==> src/rtl/imm_encoder_if.sv <==
// Request/response stream bundle between the instruction generator and imm_encoder.
// The master side is the requester; the slave side is the encoder.
`ifndef DATA_WIDTH
`define DATA_WIDTH 32
`endif

interface imm_encoder_if;
  logic                   in_valid;
  logic                   in_ready;
  logic [`DATA_WIDTH-1:0] in_tmpl;
  logic [`DATA_WIDTH-1:0] in_imm;
  logic [2:0]             in_imm_src;

  logic                   out_valid;
  logic                   out_ready;
  logic [`DATA_WIDTH-1:0] out_instr;
  logic                   out_err;
  logic                   out_last;

  modport master (
    output in_valid, in_tmpl, in_imm, in_imm_src, out_ready,
    input  in_ready, out_valid, out_instr, out_err, out_last
  );

  modport slave (
    input  in_valid, in_tmpl, in_imm, in_imm_src, out_ready,
    output in_ready, out_valid, out_instr, out_err, out_last
  );
endinterface

==> src/rtl/imm_encoder.sv <==
// Packs a 32-bit immediate into RV32I I/S/B/J/U fields and expands load-immediate
// requests into ADDI, LUI or LUI+ADDI, behind one registered valid/ready output stage.
`ifndef DATA_WIDTH
`define DATA_WIDTH 32
`endif

module imm_encoder #(
  parameter int ERR_CNT_W = 8
) (
  input  logic                 clk,
  input  logic                 rst,
  imm_encoder_if.slave         bus,
  output logic [ERR_CNT_W-1:0] err_cnt
);

  localparam int DW = `DATA_WIDTH;

  localparam logic [2:0] SRC_I  = 3'b000;
  localparam logic [2:0] SRC_S  = 3'b001;
  localparam logic [2:0] SRC_B  = 3'b010;
  localparam logic [2:0] SRC_J  = 3'b011;
  localparam logic [2:0] SRC_U  = 3'b100;
  localparam logic [2:0] SRC_LI = 3'b101;

  typedef enum logic [1:0] {
    IDLE,
    HOLD_FIRST,
    HOLD_LAST
  } state_e;

  state_e                 state_q, state_d;
  logic [DW-1:0]          instr_q, instr_d;
  logic [DW-1:0]          addi_q,  addi_d;
  logic                   err_q,   err_d;
  logic                   last_q,  last_d;
  logic [ERR_CNT_W-1:0]   cnt_q,   cnt_d;

  logic [DW-1:0] imm;
  logic [DW-1:0] tmpl;
  logic [4:0]    rd;
  logic [11:0]   lo;
  logic [19:0]   hi;
  logic          fits12, fits13, fits21;

  logic [DW-1:0] enc_instr;
  logic [DW-1:0] enc_addi;
  logic          enc_err;
  logic          enc_two;

  logic          in_ready_w;
  logic          accept;

  assign imm  = bus.in_imm;
  assign tmpl = bus.in_tmpl;
  assign rd   = tmpl[11:7];
  assign lo   = imm[11:0];
  // Upper part is pre-compensated for the sign extension ADDI applies to lo.
  assign hi   = imm[31:12] + {19'd0, imm[11]};

  assign fits12 = (&imm[31:11]) | ~(|imm[31:11]);
  assign fits13 = (&imm[31:12]) | ~(|imm[31:12]);
  assign fits21 = (&imm[31:20]) | ~(|imm[31:20]);

  // NOTE: every always_comb output gets a default first so no path leaves it unassigned (no latch).
  always_comb begin
    enc_instr = tmpl;
    enc_addi  = '0;
    enc_err   = 1'b0;
    enc_two   = 1'b0;
    case (bus.in_imm_src)
      SRC_I: begin
        enc_instr[31:20] = imm[11:0];
        enc_err          = ~fits12;
      end
      SRC_S: begin
        enc_instr[31:25] = imm[11:5];
        enc_instr[11:7]  = imm[4:0];
        enc_err          = ~fits12;
      end
      SRC_B: begin
        enc_instr[31]    = imm[12];
        enc_instr[30:25] = imm[10:5];
        enc_instr[11:8]  = imm[4:1];
        enc_instr[7]     = imm[11];
        enc_err          = ~fits13 | imm[0];
      end
      SRC_J: begin
        enc_instr[31]    = imm[20];
        enc_instr[30:21] = imm[10:1];
        enc_instr[20]    = imm[11];
        enc_instr[19:12] = imm[19:12];
        enc_err          = ~fits21 | imm[0];
      end
      SRC_U: begin
        enc_instr[31:12] = imm[31:12];
        enc_err          = |imm[11:0];
      end
      SRC_LI: begin
        if (fits12) begin
          enc_instr = {lo, 5'd0, 3'b000, rd, 7'h13};
        end else begin
          enc_instr = {hi, rd, 7'h37};
          if (lo != 12'd0) begin
            enc_two  = 1'b1;
            enc_addi = {lo, rd, 3'b000, rd, 7'h13};
          end
        end
      end
      default: enc_err = 1'b1;
    endcase
  end

  assign in_ready_w = (state_q == IDLE) | ((state_q == HOLD_LAST) & bus.out_ready);
  assign accept     = bus.in_valid & in_ready_w;

  always_comb begin
    state_d = state_q;
    instr_d = instr_q;
    addi_d  = addi_q;
    err_d   = err_q;
    last_d  = last_q;
    cnt_d   = cnt_q;

    case (state_q)
      HOLD_FIRST: begin
        if (bus.out_ready) begin
          instr_d = addi_q;
          err_d   = 1'b0;
          last_d  = 1'b1;
          state_d = HOLD_LAST;
        end
      end
      HOLD_LAST: begin
        if (bus.out_ready) state_d = IDLE;
      end
      default: ;
    endcase

    // A new request overrides the drain-to-IDLE decision above (back-to-back streaming).
    if (accept) begin
      instr_d = enc_instr;
      addi_d  = enc_addi;
      err_d   = enc_err;
      last_d  = ~enc_two;
      state_d = enc_two ? HOLD_FIRST : HOLD_LAST;
      if (enc_err && (cnt_q != {ERR_CNT_W{1'b1}})) cnt_d = cnt_q + ERR_CNT_W'(1);
    end
  end

  // NOTE: the output data registers are reset too, because their reset value is visible on the ports.
  always_ff @(posedge clk) begin
    if (rst) begin
      state_q <= IDLE;
      instr_q <= '0;
      addi_q  <= '0;
      err_q   <= 1'b0;
      last_q  <= 1'b0;
      cnt_q   <= '0;
    end else begin
      // NOTE: non-blocking assignments so every register samples pre-edge values.
      state_q <= state_d;
      instr_q <= instr_d;
      addi_q  <= addi_d;
      err_q   <= err_d;
      last_q  <= last_d;
      cnt_q   <= cnt_d;
    end
  end

  assign bus.in_ready  = in_ready_w;
  assign bus.out_valid = (state_q != IDLE);
  assign bus.out_instr = instr_q;
  assign bus.out_err   = err_q;
  assign bus.out_last  = last_q;
  assign err_cnt       = cnt_q;

endmodule

==> src/flat_wrapper.sv <==
// flat-port wrapper written by rule: the top's interface ports become plain ports
module imm_encoder_flat 
#(
  parameter int ERR_CNT_W = 8
)
  (clk, rst, err_cnt, bus_in_valid, bus_in_tmpl, bus_in_imm, bus_in_imm_src, bus_out_ready, bus_in_ready, bus_out_valid, bus_out_instr, bus_out_err, bus_out_last);
  imm_encoder_if bus_i ();
  input  logic clk;
  input  logic rst;
  output logic [ERR_CNT_W-1:0] err_cnt;
  input wire logic [$bits(bus_i.in_valid)-1:0] bus_in_valid;
  input wire logic [$bits(bus_i.in_tmpl)-1:0] bus_in_tmpl;
  input wire logic [$bits(bus_i.in_imm)-1:0] bus_in_imm;
  input wire logic [$bits(bus_i.in_imm_src)-1:0] bus_in_imm_src;
  input wire logic [$bits(bus_i.out_ready)-1:0] bus_out_ready;
  output wire logic [$bits(bus_i.in_ready)-1:0] bus_in_ready;
  output wire logic [$bits(bus_i.out_valid)-1:0] bus_out_valid;
  output wire logic [$bits(bus_i.out_instr)-1:0] bus_out_instr;
  output wire logic [$bits(bus_i.out_err)-1:0] bus_out_err;
  output wire logic [$bits(bus_i.out_last)-1:0] bus_out_last;
  assign bus_i.in_valid = bus_in_valid;
  assign bus_i.in_tmpl = bus_in_tmpl;
  assign bus_i.in_imm = bus_in_imm;
  assign bus_i.in_imm_src = bus_in_imm_src;
  assign bus_i.out_ready = bus_out_ready;
  assign bus_in_ready = bus_i.in_ready;
  assign bus_out_valid = bus_i.out_valid;
  assign bus_out_instr = bus_i.out_instr;
  assign bus_out_err = bus_i.out_err;
  assign bus_out_last = bus_i.out_last;
  imm_encoder #(.ERR_CNT_W(ERR_CNT_W)) u_core (.clk(clk), .rst(rst), .bus(bus_i), .err_cnt(err_cnt));
endmodule
==> config.mk <==
export PLATFORM = sky130hd
export DESIGN_NAME = imm_encoder_flat
export DESIGN_NICKNAME = d
export VERILOG_FILES = /design/src/rtl/imm_encoder_if.sv /design/src/rtl/imm_encoder.sv /design/src/flat_wrapper.sv
export SDC_FILE = /design/constraint.sdc
export NUM_CORES = 1
export LEC_CHECK = 0
export ABC_AREA = 1
export CAP_MARGIN = 30
export CORE_ASPECT_RATIO = 1.4
export CORE_MARGIN = 3
export CORE_UTILIZATION = 50
export CTS_BUF_LIST = sky130_fd_sc_hd__clkbuf_8
export DETAILED_ROUTE_END_ITERATION = 16
export PLACE_DENSITY = 0.89
export SLEW_MARGIN = 20
export SYNTH_ARGS = -nofsm -noshare
export SYNTH_HDL_FRONTEND = slang
export SYNTH_SLANG_ARGS = --single-unit
==> constraint.sdc <==
create_clock -name clk -period 2.8 [get_ports clk]
set_input_delay 0.56 -clock clk [delete_from_list [all_inputs] [get_ports clk]]
set_output_delay 0.56 -clock clk [all_outputs]
set_load 0.1 [all_outputs]
# Word-level counts from Yosys, hierarchy flattened
# Index checks and enable logic that the tools add are counted.
# classes
add_sub_neg,2
n_eq_ne,10
mux,27
bitwise,15
reduce_logical,20
# op_table
operator,count
two-way mux 32 bit,7
one-hot mux 7 bit (5 select lines),1
OR reduction 12 bit,2
AND reduction 21 bit,1
OR reduction 21 bit,1
adder 20 x 1 -> 20 bit,1
one-hot mux 5 bit (4 select lines),1
AND reduction 20 bit,1
OR reduction 20 bit,1
one-hot mux 8 bit (2 select lines),1
one-hot mux 5 bit (3 select lines),1
AND reduction 12 bit,1
nonzero test 12 bit,1
two-way mux 1 bit,9
adder 8 x 1 -> 8 bit (second input constant),1
two-way mux 2 bit,4
!= test 8 bit (second input constant),1
two-way mux 7 bit,1
inverter 1 bit,7
== test 3 x 2 -> 1 bit (second input constant),2
== test 3 bit (second input constant),2
!= test 3 x 2 -> 1 bit (second input constant),2
bitwise OR 1 bit,6
nonzero test 2 bit,3
other kinds (13),16
# totals
register_bits,76
out_inout_bits,44
word_cells,80

# Longest topological paths before layout
# logic_depth
word_depth,8
ltp_mapped,14
mapped_depth_nobuf,14

# Worst setup path after synthesis
# Ideal clock, no wire load.
# synth_path
path_type,reg-to-reg
startpoint,reg u_core.state_q[0]
endpoint,reg u_core.addi_q[21]
setup_ps,70
t_arrival_ps,3183
required_ps,2730
setup_slack_ps,-452
path_stages_with_launch,10
path_cell_list,dfxtp_1 inv_1 ha_1 inv_1 nand2_1 nand2_1 buf_2 clkbuf_1 nand2_1 a21oi_2
# synth_via
elab_chain_len,4
# synth_lines
item,line,rtl
"start, declared",imm_encoder.sv:31,"state_e state_q, state_d;"
"start signal, assigned",imm_encoder.sv:161,state_q <= state_d;
== test 2 bit,imm_encoder.sv:113,assign in_ready_w = (state_q == IDLE) | ((state_q == HOLD_LAST) & bus.out_ready);
AND 1 bit,imm_encoder.sv:113,
bitwise OR 1 bit *,imm_encoder.sv:113,
net bus_in_ready,flat_wrapper.sv:16,output wire logic [$bits(bus_i.in_ready)-1:0] bus_in_ready;
AND 1 bit *,imm_encoder.sv:114,assign accept = bus.in_valid & in_ready_w;
"end signal, assigned",imm_encoder.sv:163,addi_q <= addi_d;
"end, declared",imm_encoder.sv:33,"logic [DW-1:0] addi_q, addi_d;"
# Mark *: on every way through the listed nets, which the timed path passes. The rest lies on a longest branch.
# A chain may end at the register's enable or synchronous reset.

# Worst setup path after layout
# layout_path
startpoint,in bus_in_imm[11]
endpoint,reg u_core.instr_q[25] (netlist: u_core.bus.out_instr[25])
# layout_via
elab_chain_len,6
# layout_lines
item,line,rtl
"start, declared",flat_wrapper.sv:13,input wire logic [$bits(bus_i.in_imm)-1:0] bus_in_imm;
"parallel branches: the longest is 3 deep, another holds adder 20 x 1 -> 20 bit",-,
two-way mux 32 bit *,imm_encoder.sv:99,if (fits12) begin
one-hot mux 7 bit (5 select lines) *,imm_encoder.sv:70,case (bus.in_imm_src)
two-way mux 32 bit *,imm_encoder.sv:140,if (accept) begin
"end signal, assigned",imm_encoder.sv:162,instr_q <= instr_d;
"end, declared",imm_encoder.sv:32,"logic [DW-1:0] instr_q, instr_d;"
# Mark *: on every way between the ends.

==> flow_metrics.tcl <==
set metrics [dict create \
    synth_compound_area_share_pct 19.55 \
    hold_path.class "reg -> reg" \
    max_clock_freq_mhz 405.8 \
    cts_resized 0 \
    fp.dieW_um 84.51 \
    syn_inst 673 \
    skew_ns 0.01282 \
    start_kind "input port" \
    htree_levels 3 \
    holdPathStages 2 \
    rsz0062_at_grt "false" \
    yosysWarnings 0 \
    io_pins 115 \
    synth-xor-area-share_pct 2.436 \
    end_kind "flop" \
    numCtsBuffers 9 \
    tritoncts "built" \
    syn2layout_area_growth_pct 31.67 \
    synthArstFlopShare_pct 0 \
    top_layer_used "met4" \
    die_y_um 115.9 \
    routedWlPerCell_um 16.29 \
    fill_cells 750 \
    nets 869 \
    cts_sinks 62 \
    synth_edf_count 0 \
    post_cts_buffers 0 \
    routed_wl_mm 14.63 \
    fin_tns_setup_ns 0 \
    whs_ns 0.4668 \
    synth_area_per_cell_um2 6.410 \
    setup_viol 0 \
    muxShareOfSynthArea_pct 0 \
    crit_arrival_ns 2.70 \
    synth_top_family_by_area "simple AND/OR/NAND/NOR gates" \
    viasPerCell 5.555 \
    clk_latency_ns 0.36 \
    synth_area_leaders "dfxtp_1 (29%), nand2_1 (16%), nor2_1 (7.4%)" \
    syn_area_um2 4314 \
    required_ns 3.03 \
    dr_wl_met3_um 964 \
    io_buffer_count 114 \
    period_share_pct 88.01 \
    synthAdderAreaFrac_pct 2.030 \
    start_util_pct 52.01 \
    timing.final.crit_period_ns 2.464 \
    firstDrtPassIters 5 \
    yosysTopAreaCellShare_pct 28.77 \
    dr_wl_met2_mm 7.477 \
    post-place-ws_ns 0.05409 \
    drtIter0Drc 368 \
    place_hpwl_mm 11.50 \
    holdCritStartpoint "u_core.addi_q[30]" \
    slew_viol_final 0 \
    yosysSeqAreaShare_pct 28.77 \
    fp.coreArea_um2 8295 \
    synth-seq-cells 62 \
    drt-met1-wl_mm 5.594 \
    ir_drop_uv 444.8 \
    power_w 0.003048 \
    hold_violations 0 \
    worstPathMaxFanout 10 \
    hold_buffers 0 \
    synth_ff_type "dfxtp_1" \
    ff2ff_setup_slack_ns 0.66 \
    r2r-end "u_core.bus.out_instr[2]" \
    routabilityCongestion 0.9824 \
    grt_overflow 0 \
    ys_types 42 \
    grt_first_pass_wirelength_mm 23.04 \
    status "finished clean" \
    placementRows 39 \
    ant_nets 0 \
    path_clk_slew_ns 0.07 \
    syn_nets 751 \
    p_leak_nw 2.474 \
    drc 0 \
    tightest_slew_ns 0.7699 \
    fin_util_pct 68.48 \
    drive_gt1_share_pct 18.34 \
    hold_path_end "u_core.addi_q[30]" \
    cts-root-buf "clkbuf_8" \
    n_antenna_cell 0 \
    antenna_found_initial 0 \
    r2r_cells 11 \
    relSlewSlack_pct 48.62 \
    dieArea_um2 9795 \
    fin_ws_ns 0.3356 \
    vias 4988 \
    power.density_nw_per_um2 536.6 \
    grt_start_max_net_pins 35 \
    clockBufferDepth 2 \
    synth_area_leader_cell "dfxtp_1" \
    drv_cap 0 \
    path_class "in -> reg" \
    grt_usage_pct 29.40 \
    grt_pass1_vias 4837 \
    r2r_start "u_core.state_q[0]" \
    synth-simple-area-share_pct 38.72 \
]
-- per-stage QoR --
step | cell area (µm²) | std cells
6_report | 5680 | 898
5_1_grt | 5680 | 898
4_1_cts | 5680 | 898
3_3_place_gp | 5490 | 882
2_1_floorplan | 4320 | 673
3_5_place_dp | 5490 | 882
-- report_power, final --
part	total (W)	leakage (nW)	internal (W)	switching (W)
Combinational	0.00129	1.86	0.000346	0.000942
Sequential	0.000999	0.507	0.000956	0.0000425
Clock	0.000761	0.104	0.000405	0.000356
-- layout make-up --
class                           count  area (µm²)  share of cell area, %
Multi-Input combinational cell    528        2709                  47.69
Sequential cell                    62        1241                  21.85
Timing Repair Buffer              134        1194                  21.01
Inverter                           56       219.0                  3.855
Tap cell                          102       127.6                  2.247
Clock buffer                        9       123.9                  2.181
Clock inverter                      7       66.31                  1.167
-- registers in the layout, indices dropped and copies added, names as in the netlist --
signal / cells
u_core.err_cnt: 8
u_core.bus.out_err: 1
u_core.state_q: 2
u_core.bus.out_instr: 32
u_core.addi_q: 18
u_core.bus.out_last: 1
-- cells by family (layout without fill, tap and decap cells) --
kind of cell    count (synthesis)  count (layout)
compound gates                146             146
simple gates                  363             363
buf+inv                        83             206
xor+xnor                       12              12
fa+ha+maj                       7               7
flops                          62              62
-- Yosys cell counts (2+ instances only) --
library cell	instances
nand2_2	19
inv_1	47
o21ai_0	56
xor2_1	9
buf_4	3
a21oi_1	46
xnor2_1	3
nand2_1	184
a22oi_1	7
inv_4	2
dfxtp_1	62
o22ai_1	3
nor2_2	4
nand3_4	3
nand4_1	17
nor3_1	5
or2_2	2
o21ai_1	6
nor2_4	6
nor3_4	2
buf_6	2
a31oi_1	4
buf_2	6
a21oi_2	15
inv_2	6
nand2_4	4
clkbuf_1	15
a221oi_1	2
a22o_1	2
nor2_1	85
nand3_1	29
ha_1	7
-- critical path, stage by stage --
cell,delay (ns)
clkdlybuf4s50_1,0.66
ha_1,0.25
nand2_2,0.11
nor2_4,0.15
nand2_4,0.09
nor2_4,0.14
nand3_4,0.11
nand3_2,0.23
nor2_1,0.07
nor2_1,0.12
nand2_1,0.08
nand2_1,0.08
a21oi_2,0.05
-- cell usage in the layout, fill, tap and decap left out, types with 2 or more instances in the layout --
master / n
a21oi_2: 15
a221oi_1: 2
nand2_4: 4
nor3_1: 5
buf_4: 63
a31oi_1: 4
o21ai_0: 56
nor3_4: 2
xnor2_1: 3
nand3_4: 3
clkdlybuf4s50_1: 70
nand2_1: 183
nand4_1: 17
ha_1: 7
xor2_1: 9
clkbuf_8: 9
nand3_1: 29
inv_4: 2
clkinv_4: 2
o21ai_1: 6
a22o_1: 2
o22ai_1: 3
clkinv_2: 3
inv_1: 47
inv_2: 6
a22oi_1: 7
nor2_1: 85
nand2_2: 20
nor2_4: 6
or2_2: 2
dfxtp_1: 62
nor2_2: 4
a21oi_1: 46
-- worst max path at each step --
stage	start	depth (start not counted)	end	slack [ns]
after floorplan	u_core.state_q[0]	10	u_core.bus.out_instr[10]	0.10
after global placement	bus_in_imm[11]	12	u_core.bus.out_instr[28]	0.11
after detailed placement	bus_in_imm[11]	11	u_core.bus.out_instr[13]	0.05
after CTS	bus_in_imm[11]	13	u_core.bus.out_instr[25]	0.41
after global routing	bus_in_imm[11]	13	u_core.bus.out_instr[25]	0.21
final	bus_in_imm[11]	13	u_core.bus.out_instr[25]	0.34
-- layer usage --
metal / vias to the layer above / track usage (%)
li1: 2452 / -
met1: 2276 / 33.42
met2: 214 / 52.74
met3: 46 / 4.765
met4: 0 / 15.21
met5: - / 0
Note: power is estimated with default switching activity, not from simulation.
